$ cat config.mk
export PLATFORM = sky130hd
export DESIGN_NAME = plot_arbiter_flat
export DESIGN_NICKNAME = d
export VERILOG_FILES = /design/src/rtl/plot_arbiter_if.sv /design/src/rtl/plot_arbiter.sv /design/src/flat_wrapper.sv
export SDC_FILE = /design/constraint.sdc
export NUM_CORES = 1
export LEC_CHECK = 0
export ABC_AREA = 1
export ABC_CLOCK_PERIOD_IN_PS = 4150
export CAP_MARGIN = 10
export CORE_MARGIN = 3
export CORE_UTILIZATION = 49
export DETAILED_ROUTE_END_ITERATION = 12
export GPL_TIMING_DRIVEN = 1
export PLACE_DENSITY = 0.91
export SYNTH_ARGS = -nofsm -noshare
export SYNTH_HDL_FRONTEND = slang
export SYNTH_SLANG_ARGS = --single-unit
$ cat constraint.sdc
create_clock -name clk -period 4.15 [get_ports clk]
set_input_delay 0.83 -clock clk [delete_from_list [all_inputs] [get_ports clk]]
set_output_delay 0.83 -clock clk [all_outputs]
set_load 0.02 [all_outputs]
$ cat src/rtl/plot_arbiter_if.sv
// plot_arbiter_if: requester pixel/handshake bus and muxed VGA-side outputs of the plot arbiter.
interface plot_arbiter_if;
  logic [2:0] req, last, grant;
  logic [7:0] x0, x1, x2, x_out;
  logic [6:0] y0, y1, y2, y_out;
  logic [2:0] c0, c1, c2, colour_out;
  logic plot, frame_tick, busy;
  modport master (
    output req, last, x0, x1, x2, y0, y1, y2, c0, c1, c2,
    input  grant, x_out, y_out, colour_out, plot, frame_tick, busy
  );
  modport slave (
    input  req, last, x0, x1, x2, y0, y1, y2, c0, c1, c2,
    output grant, x_out, y_out, colour_out, plot, frame_tick, busy
  );
endinterface

$ cat src/rtl/plot_arbiter.sv
// plot_arbiter: round-robin burst arbiter of three sprite requesters onto one VGA pixel port, plus frame tick.
// Optional PLOT_ARBITER_CLIP_EN suppresses plot for pixels outside 160x120.
module plot_arbiter #(
  parameter int FRAME_DIV = 833333,
  parameter int MAX_BURST = 32
) (
  input logic clk,
  input logic resetn,
  plot_arbiter_if.slave bus
);
  localparam int BW = MAX_BURST > 1 ? $clog2(MAX_BURST) : 1;
  localparam int FW = FRAME_DIV > 1 ? $clog2(FRAME_DIV) : 1;
  typedef enum logic [1:0] {IDLE, BURST, GAP} state_t;
  state_t state;
  logic [1:0] g, ptr, win;
  logic [2:0] grant_q;
  logic busy_q;
  logic [BW-1:0] cnt;
  logic [FW-1:0] fcnt;
  logic sel_req, sel_last, in_view, done;
  logic [7:0] sx;
  logic [6:0] sy;
  logic [2:0] sc;
  // search starts one past the previous winner
  assign win = ptr == 2'd0 ? (bus.req[1] ? 2'd1 : bus.req[2] ? 2'd2 : 2'd0)
             : ptr == 2'd1 ? (bus.req[2] ? 2'd2 : bus.req[0] ? 2'd0 : 2'd1)
             :               (bus.req[0] ? 2'd0 : bus.req[1] ? 2'd1 : 2'd2);
  assign sel_req  = g == 2'd0 ? bus.req[0]  : g == 2'd1 ? bus.req[1]  : bus.req[2];
  assign sel_last = g == 2'd0 ? bus.last[0] : g == 2'd1 ? bus.last[1] : bus.last[2];
  assign sx = g == 2'd0 ? bus.x0 : g == 2'd1 ? bus.x1 : bus.x2;
  assign sy = g == 2'd0 ? bus.y0 : g == 2'd1 ? bus.y1 : bus.y2;
  assign sc = g == 2'd0 ? bus.c0 : g == 2'd1 ? bus.c1 : bus.c2;
`ifdef PLOT_ARBITER_CLIP_EN
  assign in_view = sx <= 8'd159 && sy <= 7'd119;
`else
  assign in_view = 1'b1;
`endif
  assign done = !sel_req || sel_last || cnt == BW'(MAX_BURST - 1);
  assign bus.grant      = grant_q;
  assign bus.busy       = busy_q;
  assign bus.x_out      = busy_q ? sx : 8'd0;
  assign bus.y_out      = busy_q ? sy : 7'd0;
  assign bus.colour_out = busy_q ? sc : 3'd0;
  assign bus.plot       = busy_q && sel_req && in_view;
  assign bus.frame_tick = fcnt == FW'(FRAME_DIV - 1);
  always_ff @(posedge clk or negedge resetn) begin
    if (!resetn) begin
      state   <= IDLE;
      ptr     <= 2'd2;
      g       <= 2'd0;
      cnt     <= '0;
      grant_q <= 3'b000;
      busy_q  <= 1'b0;
    end else begin
      case (state)
        IDLE: if (|bus.req) begin
          state   <= BURST;
          g       <= win;
          grant_q <= 3'b001 << win;
          busy_q  <= 1'b1;
          cnt     <= '0;
        end
        BURST: begin
          cnt <= cnt + 1'b1;
          if (done) begin
            state   <= GAP;
            ptr     <= g;
            grant_q <= 3'b000;
            busy_q  <= 1'b0;
          end
        end
        default: state <= IDLE;
      endcase
    end
  end
  always_ff @(posedge clk or negedge resetn) begin
    if (!resetn) fcnt <= '0;
    else fcnt <= fcnt == FW'(FRAME_DIV - 1) ? '0 : fcnt + 1'b1;
  end
endmodule

$ cat src/flat_wrapper.sv
// flat-port wrapper written by rule: the top's interface ports become plain ports
module plot_arbiter_flat 
#(
  parameter int FRAME_DIV = 833333,
  parameter int MAX_BURST = 32
)
  (clk, resetn, bus_req, bus_last, bus_x0, bus_x1, bus_x2, bus_y0, bus_y1, bus_y2, bus_c0, bus_c1, bus_c2, bus_grant, bus_x_out, bus_y_out, bus_colour_out, bus_plot, bus_frame_tick, bus_busy);
  plot_arbiter_if bus_i ();
  input logic clk;
  input logic resetn;
  input wire logic [$bits(bus_i.req)-1:0] bus_req;
  input wire logic [$bits(bus_i.last)-1:0] bus_last;
  input wire logic [$bits(bus_i.x0)-1:0] bus_x0;
  input wire logic [$bits(bus_i.x1)-1:0] bus_x1;
  input wire logic [$bits(bus_i.x2)-1:0] bus_x2;
  input wire logic [$bits(bus_i.y0)-1:0] bus_y0;
  input wire logic [$bits(bus_i.y1)-1:0] bus_y1;
  input wire logic [$bits(bus_i.y2)-1:0] bus_y2;
  input wire logic [$bits(bus_i.c0)-1:0] bus_c0;
  input wire logic [$bits(bus_i.c1)-1:0] bus_c1;
  input wire logic [$bits(bus_i.c2)-1:0] bus_c2;
  output wire logic [$bits(bus_i.grant)-1:0] bus_grant;
  output wire logic [$bits(bus_i.x_out)-1:0] bus_x_out;
  output wire logic [$bits(bus_i.y_out)-1:0] bus_y_out;
  output wire logic [$bits(bus_i.colour_out)-1:0] bus_colour_out;
  output wire logic [$bits(bus_i.plot)-1:0] bus_plot;
  output wire logic [$bits(bus_i.frame_tick)-1:0] bus_frame_tick;
  output wire logic [$bits(bus_i.busy)-1:0] bus_busy;
  assign bus_i.req = bus_req;
  assign bus_i.last = bus_last;
  assign bus_i.x0 = bus_x0;
  assign bus_i.x1 = bus_x1;
  assign bus_i.x2 = bus_x2;
  assign bus_i.y0 = bus_y0;
  assign bus_i.y1 = bus_y1;
  assign bus_i.y2 = bus_y2;
  assign bus_i.c0 = bus_c0;
  assign bus_i.c1 = bus_c1;
  assign bus_i.c2 = bus_c2;
  assign bus_grant = bus_i.grant;
  assign bus_x_out = bus_i.x_out;
  assign bus_y_out = bus_i.y_out;
  assign bus_colour_out = bus_i.colour_out;
  assign bus_plot = bus_i.plot;
  assign bus_frame_tick = bus_i.frame_tick;
  assign bus_busy = bus_i.busy;
  plot_arbiter #(.FRAME_DIV(FRAME_DIV), .MAX_BURST(MAX_BURST)) u_core (.clk(clk), .resetn(resetn), .bus(bus_i));
endmodule
==> PnR_summary.wiki, run 1 <==
{| class="wikitable"
! Metric !! Value
|-
| Area of combinational cells with multiple inputs || 0.00131 sq mm
|-
| Share of flip-flops with an asynchronous set or reset || 1.00
|-
| Critical path's largest stage delay || just over 700 ps
|-
| DRC violation count after routing || 0
|-
| Buffers plus inverters on the worst setup path || 2
|-
| Most numerous cell in the Yosys netlist || nand2_1
|-
| Min-delay src || u_core.bus.grant[0]
|-
| Final worst path period need || about 3400 ps
|-
| Worst Setup End Kind || primary output
|-
| Setup violators final || 0
|-
| Count of mapped cells out of synthesis || 365
|-
| Number of hold violations in the final report || 0
|-
| Top cell type by total area after synthesis || dfrtp_1
|-
| Run status || finished, final reports clean
|-
| Die Outline Area || 0.00585 sq mm
|-
| Source-to-sink clock delay at the later pin of the worst-skew pair || 300 ps
|-
| R2R setup slack || 2140 ps
|-
| Cell area after synthesis || 0.00243 sq mm
|-
| Synth top area cells || dfrtp_1, nand2_1, nand3_1
|-
| Number of nets produced by synthesis || between 400 and 500
|-
| Routed WL || a little under 7 mm
|-
| Most used DFF post-synth || dfrtp_1
|-
| Critical path required time || between 3000 and 4000 ps
|-
| Synthesized area divided by synthesized cell count || 6.67 sq um
|-
| Worst flop-to-flop path endpoint || u_core.bus.grant[2]
|-
| Pin count of the biggest net entering global routing || 25
|-
| Endpoint of the worst hold path || u_core.bus.grant[0]
|-
| Number of cell instances on the worst register-to-register path || 8
|-
| Placer Congestion || 0.896
|-
| Signed area change from the synthesized netlist to the final layout || 40.4%
|-
| DR vias || around 2,600
|-
| Type of the tightest min-delay check || reg -> reg
|-
| Drt pass-1 iters || 5
|-
| Setup Fix Bufs, Post-CTS || 0
|-
| Max Fanout on Critical Path || 24
|-
| Wire per inst || 13.1 um
|-
| Initial cell density of the core || 0.512
|-
| Die boundary width || 76.5 um
|-
| Register area share after synthesis || 0.360
|-
| GRT Resource Usage Total || 0.245
|-
| Final antenna diode count || 0
|-
| Number of top-level pins || between 80 and 90
|-
| Peak supply drop || 0.330 mV
|-
| Cell type with the highest occurrence count on the critical path || nand2_1
|-
| Overflow left after global routing || 0
|-
| Layout net count || 516
|-
| Number of routed nets with antenna violations || 0
|-
| H-tree levels || 2
|-
| Crit path max-delay family || simple AND/OR/NAND/NOR gates
|-
| P_leak || between 1.5 and 2 nW
|-
| Clock sink count || 35
|-
| Drt via density || 5.04
|-
| Core ar. || 0.00475 sq mm
|-
| Total power || 1.73 mW
|-
| Fmax achieved || 297 MHz
|-
| Share of the cycle needed by the critical path after routing || 0.810
|-
| Total negative setup slack || 0 ps
|-
| Sort of element at the start of the critical path || register
|-
| Tightest Pin Transition || 895 ps
|-
| Post-cts repair resize count || 0
|-
| Layout cells sized above 1 || 0.0665
|-
| Number of flops mapped to enable cells by yosys || 0
|-
| CTS buffer count || 5
|-
| Vias in the first global route || 2,486
|-
| Vertical die dimension || 76.5 um
|-
| Seq cells post-synth || 35
|-
| Instance count along the most critical hold path || 2
|-
| Root buffer cell || clkbuf_8
|-
| Arrival time of the worst setup path || 2530 ps
|-
| Site row count || 25
|-
| Global-route wire length before repair || 11.7 mm
|-
| Number of pins with negative max-slew slack in the final report || 0
|-
| RSZ-0062 raised after global routing || false
|-
| FILL cells || 386
|-
| Number of buffers on the longest clock path || 2
|-
| Netlist cell types || 32
|-
| Synth Warn # || 0
|-
| TritonCTS clock tree || built
|-
| Start of the worst register-to-register path || u_core.g[1]
|-
| Violation count after the first detailed-routing iteration || 118
|-
| Critical Path, Cell by Cell || nor2_4 > nand2_1 > nand3_1 > nand2_1 > inv_1 > clkdlybuf4s50_1
|-
| Register area || 877 sq um
|-
| Clock transition at the registers of the reported paths || ~80 ps
|-
| Initial antenna violation count || 0
|-
| Post-synth top cells || nand2_1, inv_1, nand3_1, nor2_1, dfrtp_1
|-
| Post-DP HPWL || 5.24 mm
|-
| Number of port buffers || 85
|-
| PD cells || 507 mW/mm^2
|-
| Slowest library cell on the worst path || dfrtp_1
|-
| Fraction of synthesized cell area taken by the top area cell type || 0.350
|-
| Slew headroom || 0.403
|-
| # Max-Cap Violations || 0
|-
| Setup Skew || 9.02 ps
|-
| Hold buffers post-CTS || 0
|-
| Crit Path Class || reg -> out
|}
[through the flow]
step / util / area [sq um] / std cells / setup slack, ps / hold WS, ps
after global routing: 0.719 / 3420 / 518 / 630 / 545
after detailed placement: 0.699 / 3320 / 510 / 997 / 492
after global placement: 0.699 / 3320 / 510 / 1010 / 475
final: 0.719 / 3420 / 518 / 787 / 505
after CTS: 0.719 / 3420 / 518 / 797 / 509
after floorplan: - / 2430 / 365 / 2020 / 459
[tightest hold or removal path, stage by stage (launching register included)]
cell	delay, ps
dfrtp_1	350
nand3_1	70
nand2_1	60
[routing by layer]
metal,wire length (um),track usage,part of all wire,vias up
li1,-,-,-,1296
met1,2880,0.300,0.42,1200
met2,3330,0.430,0.49,104
met3,487,0.0508,0.072,11
met4,88,0.0779,0.013,0
met5,0,0,0,-
[state kept, by name (all words and copies together) (netlist names)]
name / flops
u_core.fcnt: 20
u_core.cnt: 5
u_core.bus.grant: 3
u_core.g: 2
u_core.ptr: 2
u_core.state: 2
u_core.bus.busy: 1
[power by group]
group / leakage [nW] / switching (mW) / internal (mW) / total [mW]
combinational: 1.17 / 0.544 / 0.427 / 0.971
clock: 0.0408 / 0.138 / 0.120 / 0.258
sequential: 0.454 / 0.101 / 0.401 / 0.502
total: 1.66 / 0.783 / 0.948 / 1.73
[placed cells by master, fill, tap and decap left out, types with 5 or more instances in the layout]
cell type and count:
nor2_4 6, nand3_1 38, nand2_1 131, inv_1 49, xnor2_1 5, xor2_1 7
clkdlybuf4s50_1 85, o21ai_0 6, nand4_1 5, nor3_1 5, dfrtp_1 34, a21oi_1 5
nor2_1 38, clkbuf_8 5
[area by class of cell]
type,instances,area share
clock buffer,5,0.0201
clock inverter,3,0.00696
inverter,51,0.0560
multi-input combinational,271,0.384
sequential,35,0.257
tap,67,0.0245
timing repair buffer,86,0.251
[worst max-delay path by stage]
stage | startpoint | cells past startpoint | end
after floorplan | bus_req[2] | 5 | bus_plot
final | u_core.g[1] | 6 | bus_y_out[5]
after CTS | u_core.g[1] | 6 | bus_y_out[5]
after global placement | bus_req[1] | 7 | bus_plot
after global routing | u_core.g[1] | 6 | bus_y_out[6]
after detailed placement | bus_req[1] | 7 | bus_plot
[logic make-up (layout without fill, tap and decap cells)]
family,after synthesis,after routing,synth area share
buffers and inverters,59,145,0.0997
AOI/OAI and AO/OA,19,19,0.0463
adders and majority gates,4,4,0.0206
and+or+nand+nor,236,236,0.430
DFF,35,35,0.360
xor gates and xnor gates,12,12,0.0432
Power figures use the tool's default switching activity.
==> run 2: changes to the inputs <==
Settings changed: ABC_CLOCK_PERIOD_IN_PS 4150 to 2900, CORE_UTILIZATION 49 to 41, PLACE_DENSITY 0.91 to 0.82.
Clock period 4.15 ns to 2.9 ns, I/O delays scaled along.
==> PnR_summary.wiki, run 2 (synthesized netlist as in run 1, its figures left out) <==
{| class="wikitable"
! Metric !! Value
|-
| Hold buffers post-CTS || 0 (unchanged)
|-
| Initial cell density of the core || 0.431 (-0.0805)
|-
| # Max-Cap Violations || 0 (unchanged)
|-
| Peak supply drop || 0.436 mV (+32%)
|-
| Grt met1 use || 0.244 (-0.0560)
|-
| Number of pins with negative max-slew slack in the final report || 0 (unchanged)
|-
| Share of the cycle needed by the critical path after routing || 0.937
|-
| Number of port buffers || 85 (unchanged)
|-
| Number of top-level pins || 86 (unchanged)
|-
| H-tree levels || 2 (unchanged)
|-
| Worst hold slack || 497 ps (-8.66 ps)
|-
| GRT Resource Usage Total || 0.188 (-0.0570)
|-
| Critical path's largest stage delay || 590 ps (-130 ps)
|-
| Source-to-sink clock delay at the later pin of the worst-skew pair || 290 ps (about the same)
|-
| Buffers plus inverters on the worst setup path || 3 (+1)
|-
| P_leak || 1.67 nW (+0.70%)
|-
| Clock sink count || 35 (unchanged)
|-
| Setup Skew || 11.7 ps (+2.70 ps)
|-
| Register with the most flip-flops || u_core.fcnt
|-
| Site row count || 27 (+8.0%)
|-
| Met3 layer usage reported by global route || 0.0397 (-0.0111)
|-
| Routed WL || 6.36 mm (-6.3%)
|-
| Number of buffers on the longest clock path || 2 (unchanged)
|-
| Overflow left after global routing || 0 (unchanged)
|-
| Violation count after the first detailed-routing iteration || 107 (-9.3%)
|-
| Setup Fix Bufs, Post-CTS || 0 (unchanged)
|-
| PD cells || 712 mW/mm^2 (+40%)
|-
| Post-DP HPWL || 4.91 mm (-6.2%)
|-
| Number of routed nets with antenna violations || 0 (unchanged)
|-
| Wire per inst || 12.1 um (-7.6%)
|-
| Most frequent standard cell in the layout excluding fill and tap cells || nand2_1
|-
| CTS buffer count || 5 (unchanged)
|-
| Final worst path period need || 2720 ps
|-
| Sort of element at the start of the critical path || register
|-
| Root buffer cell || clkbuf_8
|-
| GR met2 Demand/Resource || 0.315 (-0.115)
|-
| Run status || finished, final reports clean
|-
| TritonCTS clock tree || built
|-
| Number of flip-flops under the largest register name || 20 (unchanged)
|-
| Total negative setup slack || 0 ps (unchanged)
|-
| Die Outline Area || 0.00690 sq mm (+18%)
|-
| Layout cells sized above 1 || 0.0662 (-0.000294)
|-
| Core ar. || 0.00564 sq mm (+19%)
|-
| Critical path required time || 2320 ps (-1000 ps)
|-
| Post-cts repair resize count || 0 (unchanged)
|-
| Drt pass-1 iters || 4 (-1)
|-
| Slew headroom || 0.542 (+0.138)
|-
| Initial antenna violation count || 0 (unchanged)
|-
| Vertical die dimension || 83.0 um (+8.6%)
|-
| RSZ-0062 raised after global routing || false
|-
| Drt via density || 4.94 (-2.1%)
|-
| Number of hold violations in the final report || 0 (unchanged)
|-
| Critical Path, Cell by Cell || inv_1 > ha_1 > nand3_1 > nor3_1 > nand3_1 > inv_1 > clkdlybuf4s50_1
|-
| Final antenna diode count || 0 (unchanged)
|-
| Peak-usage layer in the global routing report || met2
|-
| Die boundary width || 83.0 um (+8.6%)
|-
| Tightest Pin Transition || 688 ps (-207 ps)
|-
| Signed area change from the synthesized netlist to the final layout || 40.8%
|-
| Utilization of the core after routing || 0.607 (-0.111)
|-
| Setup violators final || 0 (unchanged)
|-
| Max Fanout on Critical Path || 6 (-75%)
|-
| Global-route wire length before repair || 11.0 mm (-6.1%)
|-
| Placer Congestion || 0.863 (-3.6%)
|-
| Crit path max-delay family || buffers and inverters
|-
| Worst Setup End Kind || primary output
|-
| Commonest cells after routing, fill and taps aside || nand2_1, clkdlybuf4s50_1, inv_1
|-
| Slowest library cell on the worst path || clkdlybuf4s50_1
|-
| Clock transition at the registers of the reported paths || 70 ps (about the same)
|-
| Vias in the first global route || 2,456 (-1.2%)
|-
| Type of the tightest min-delay check || reg -> reg
|-
| R2R setup slack || 1180 ps (-960 ps)
|-
| DR vias || 2,592 (-0.73%)
|-
| Crit Path Class || reg -> out
|-
| Arrival time of the worst setup path || 2140 ps (-390 ps)
|-
| DRC violation count after routing || 0 (unchanged)
|-
| Fmax achieved || ~370 MHz
|-
| Layout net count || 518 (+0.39%)
|-
| Pin count of the biggest net entering global routing || 36 (+44%)
|}
[run 2: final cells by class]
class	count	area (sq um)
Fill cell	490	2210
Multi-Input combinational cell	271	1310
Sequential cell	35	877
Timing Repair Buffer	88	873
Inverter	51	191
Tap cell	72	90.1
Clock buffer	7	76.3
Clock inverter	1	5.00
[run 2: worst reg2reg max path: cells and delay by family (launching register included)]
| family | cells | cell delay (ps) |
|---|---|---|
| compound gates | 1 | 160 |
| fa+ha+maj | 2 | 430 |
| flops | 1 | 420 |
| simple gates | 7 | 640 |
[run 2: worst paths after layout]
kind                       cells after the start      startpoint             endpoint
hold reg to reg                                2   u_core.ptr[1]        u_core.ptr[1]
setup / recovery                               7  u_core.fcnt[0]       bus_frame_tick
max in group asynchronous                      2          resetn        u_core.ptr[1]
min in group asynchronous                      2          resetn       u_core.fcnt[8]
setup reg to reg                              10   u_core.cnt[0]  u_core.bus.grant[2]
hold / removal                                 2   u_core.ptr[1]        u_core.ptr[1]
[run 2: power breakdown]
group / switching (mW) / internal, mW / total (mW)
sequential: 0.103 / 0.575 / 0.678
combinational: 0.797 / 0.625 / 1.42
clock: 0.170 / 0.168 / 0.339
[run 2: through the flow]
| stage | std cells | setup slack (ps) | instance area (sq um) | total power, mW |
|---|---|---|---|---|
| 3_5_place_dp | 517 | 250 | 3350 | 2.12 |
| 3_3_place_gp | 517 | 270 | 3350 | 2.09 |
| 4_1_cts | 525 | 174 | 3430 | 2.46 |
| 2_1_floorplan | 365 | 1140 | 2430 | 1.55 |
| 6_report | 525 | 183 | 3430 | 2.44 |
| 5_1_grt | 525 | 12.2 | 3430 | 2.65 |
[run 2: routing by layer]
| metal | up-vias | share of wire |
|---|---|---|
| met3 | 12 | 0.058 |
| met2 | 103 | 0.45 |
| li1 | 1297 | - |
| met5 | - | 0 |
| met4 | 0 | 0.013 |
| met1 | 1180 | 0.48 |
==> run 3: changes to the inputs <==
Settings changed: ABC_CLOCK_PERIOD_IN_PS 2900 to 3100, CORE_UTILIZATION 41 to 46, PLACE_DENSITY 0.82 to 0.87.
Clock period 2.9 ns to 3.1 ns, I/O delays scaled along.
==> PnR_summary.wiki, run 3 (synthesized netlist as in run 1, its figures left out) <==
{| class="wikitable"
! Metric !! Value
|-
| Arrival time of the worst setup path || 2200 ps (+60 ps)
|-
| Internal power of the cells || 1.35 mW (-1.2%)
|-
| Run status || finished, final reports clean
|-
| Vertical die dimension || 78.7 um (-5.2%)
|-
| Logic pwr share || 0.558 (-0.025)
|-
| Crit Path Class || reg -> out
|-
| Layout net count || 517 (-0.19%)
|-
| Signed area change from the synthesized netlist to the final layout || 41.5%
|-
| Met3 layer usage reported by global route || 0.0578 (+0.0181)
|-
| Die Outline Area || 0.00620 sq mm (-10%)
|-
| Drt via density || 4.96 (+0.49%)
|-
| Final worst path period need || 2820 ps
|-
| Register with the most flip-flops || u_core.fcnt
|-
| Setup Skew || 4.34 ps (-7.38 ps)
|-
| GR met2 Demand/Resource || 0.383 (+0.0680)
|-
| Pre-CTS setup slack || 290 ps (+40.1 ps)
|-
| Routed WL || 6.75 mm (+6.2%)
|-
| Clock sink count || 35 (unchanged)
|-
| Sort of element at the start of the critical path || register
|-
| Total negative setup slack || 0 ps (unchanged)
|-
| Post-cts repair resize count || 0 (unchanged)
|-
| CTS buffer count || 5 (unchanged)
|-
| DRC violation count after routing || 0 (unchanged)
|-
| Drt pass-1 iters || 4 (unchanged)
|-
| P_leak || 1.68 nW (+0.65%)
|-
| Max Fanout on Critical Path || 19 (+13)
|-
| Root buffer cell || clkbuf_8
|-
| Instance count along the most critical hold path || 2 (unchanged)
|-
| Violation count after the first detailed-routing iteration || 104 (-2.8%)
|-
| Most frequent standard cell in the layout excluding fill and tap cells || nand2_1
|-
| Number of top-level pins || 86 (unchanged)
|-
| Number of cell instances on the worst register-to-register path || 8 (-2)
|-
| Source-to-sink clock delay at the later pin of the worst-skew pair || 290 ps (about the same)
|-
| # Max-Cap Violations || 0 (unchanged)
|-
| Peak supply drop || 0.456 mV (+4.6%)
|-
| Initial antenna violation count || 0 (unchanged)
|-
| Part of the total power dissipated in the clock network || 0.172 (+0.033)
|-
| Site row count || 25 (-7.4%)
|-
| Final antenna diode count || 0 (unchanged)
|-
| Grt met1 use || 0.279 (+0.0344)
|-
| Critical path required time || 2480 ps (+160 ps)
|-
| NetSw || 1.03 mW (-4.1%)
|-
| DR vias || 2,575 (-0.66%)
|-
| Wire per inst || 13.0 um (+7.5%)
|-
| Setup violators final || 0 (unchanged)
|-
| Slew headroom || 0.531 (-0.0102)
|-
| Switching part of the total || 0.432 (-0.00740)
|-
| Number of buffers on the longest clock path || 2 (unchanged)
|-
| Pin count of the biggest net entering global routing || 36 (unchanged)
|-
| Vias in the first global route || 2,382 (-3.0%)
|-
| TritonCTS clock tree || built
|-
| Sequential cell fraction of total power || 0.270 (-0.008)
|-
| GRT Resource Usage Total || 0.224 (+0.0358)
|-
| Overflow left after global routing || 0 (unchanged)
|-
| Number of routed nets with antenna violations || 0 (unchanged)
|-
| PD cells || 691 mW/mm^2 (-2.9%)
|-
| Peak-usage layer in the global routing report || met2
|-
| Clock transition at the registers of the reported paths || 70 ps (about the same)
|-
| Hold buffers post-CTS || 0 (unchanged)
|-
| Type of the tightest min-delay check || reg -> reg
|-
| Fmax achieved || around 350 MHz
|-
| Layout cells sized above 1 || 0.0686 (+0.00236)
|-
| Setup Fix Bufs, Post-CTS || 0 (unchanged)
|-
| Post-DP HPWL || 5.38 mm (+9.4%)
|-
| Tightest Pin Transition || 703 ps (+15.3 ps)
|-
| Number of port buffers || 85 (unchanged)
|-
| Placer Congestion || 0.880 (+1.9%)
|-
| Number of hold violations in the final report || 0 (unchanged)
|-
| Initial cell density of the core || 0.496 (+0.0642)
|-
| Fin worst setup slack || 276 ps (+93.9 ps)
|-
| Number of flip-flops under the largest register name || 20 (unchanged)
|-
| Number of pins with negative max-slew slack in the final report || 0 (unchanged)
|-
| Core ar. || 0.00491 sq mm (-13%)
|-
| Die boundary width || 78.7 um (-5.2%)
|-
| Worst Setup End Kind || primary output
|-
| Commonest cells after routing, fill and taps aside || nand2_1, clkdlybuf4s50_1, inv_1
|-
| Global-route wire length before repair || 11.1 mm (+0.82%)
|-
| H-tree levels || 2 (unchanged)
|-
| RSZ-0062 raised after global routing || false
|-
| Share of the cycle needed by the critical path after routing || 0.911
|}
==> run 3: cell types whose count changed in the layout (fill, tap and decap cells not counted), sizes merged <==
cell    change
buf         -1
bufinv      +1
clkbuf      -2
clkinv      +1
==> run 3: power by group through the flow <==
stage	combinational, mW	sequential [mW]	clock (mW)
5_1_grt	1.47	0.658	0.439
2_1_floorplan	0.827	0.619	0
4_1_cts	1.34	0.644	0.414
6_report	1.33	0.643	0.408
3_5_place_dp	1.33	0.651	0
3_3_place_gp	1.30	0.648	0
==> run 3: routing by layer <==
layer  vias to the layer above  wire length, um
met5                         -                0
met4                         0               96
met1                      1167             2820
li1                       1296                -
met2                       102             3140
met3                        10              694
==> run 3: final timing paths <==
path / from / end / slack [ps]
hold reg to reg: u_core.ptr[1] / u_core.ptr[1] / 500
max in group asynchronous: resetn / u_core.ptr[1] / 2020
min in group asynchronous: resetn / u_core.fcnt[14] / 730
setup / recovery: u_core.g[1] / bus_x_out[0] / 280
setup reg to reg: u_core.g[1] / u_core.bus.busy / 1420
hold / removal: u_core.ptr[1] / u_core.ptr[1] / 500
==> run 3: cell type report <==
class / count / area, sq um
Clock buffer: 5 / 68.8
Sequential cell: 35 / 877
Fill cell: 407 / 1470
Multi-Input combinational cell: 271 / 1310
Clock inverter: 3 / 43.8
Tap cell: 67 / 83.8
Inverter: 51 / 191
Timing Repair Buffer: 87 / 866
==> run 3: stage by stage <==
stage	area (sq um)	hold slack, ps	power, mW	cells	utilization
after floorplan	2430	324	1.45	365	-
after global placement	3330	477	1.95	511	0.678
after detailed placement	3330	479	1.99	511	0.678
after CTS	3440	498	2.39	519	0.701
after global routing	3440	530	2.57	519	0.701
final	3440	499	2.38	519	0.701
==> run 3: worst max-delay path, stage by stage (launching register included) <==
cell	delay, ps
dfrtp_1	520
nor2_4	420
nand2_1	100
nand3_1	110
nand2_1	60
inv_1	100
clkdlybuf4s50_1	600
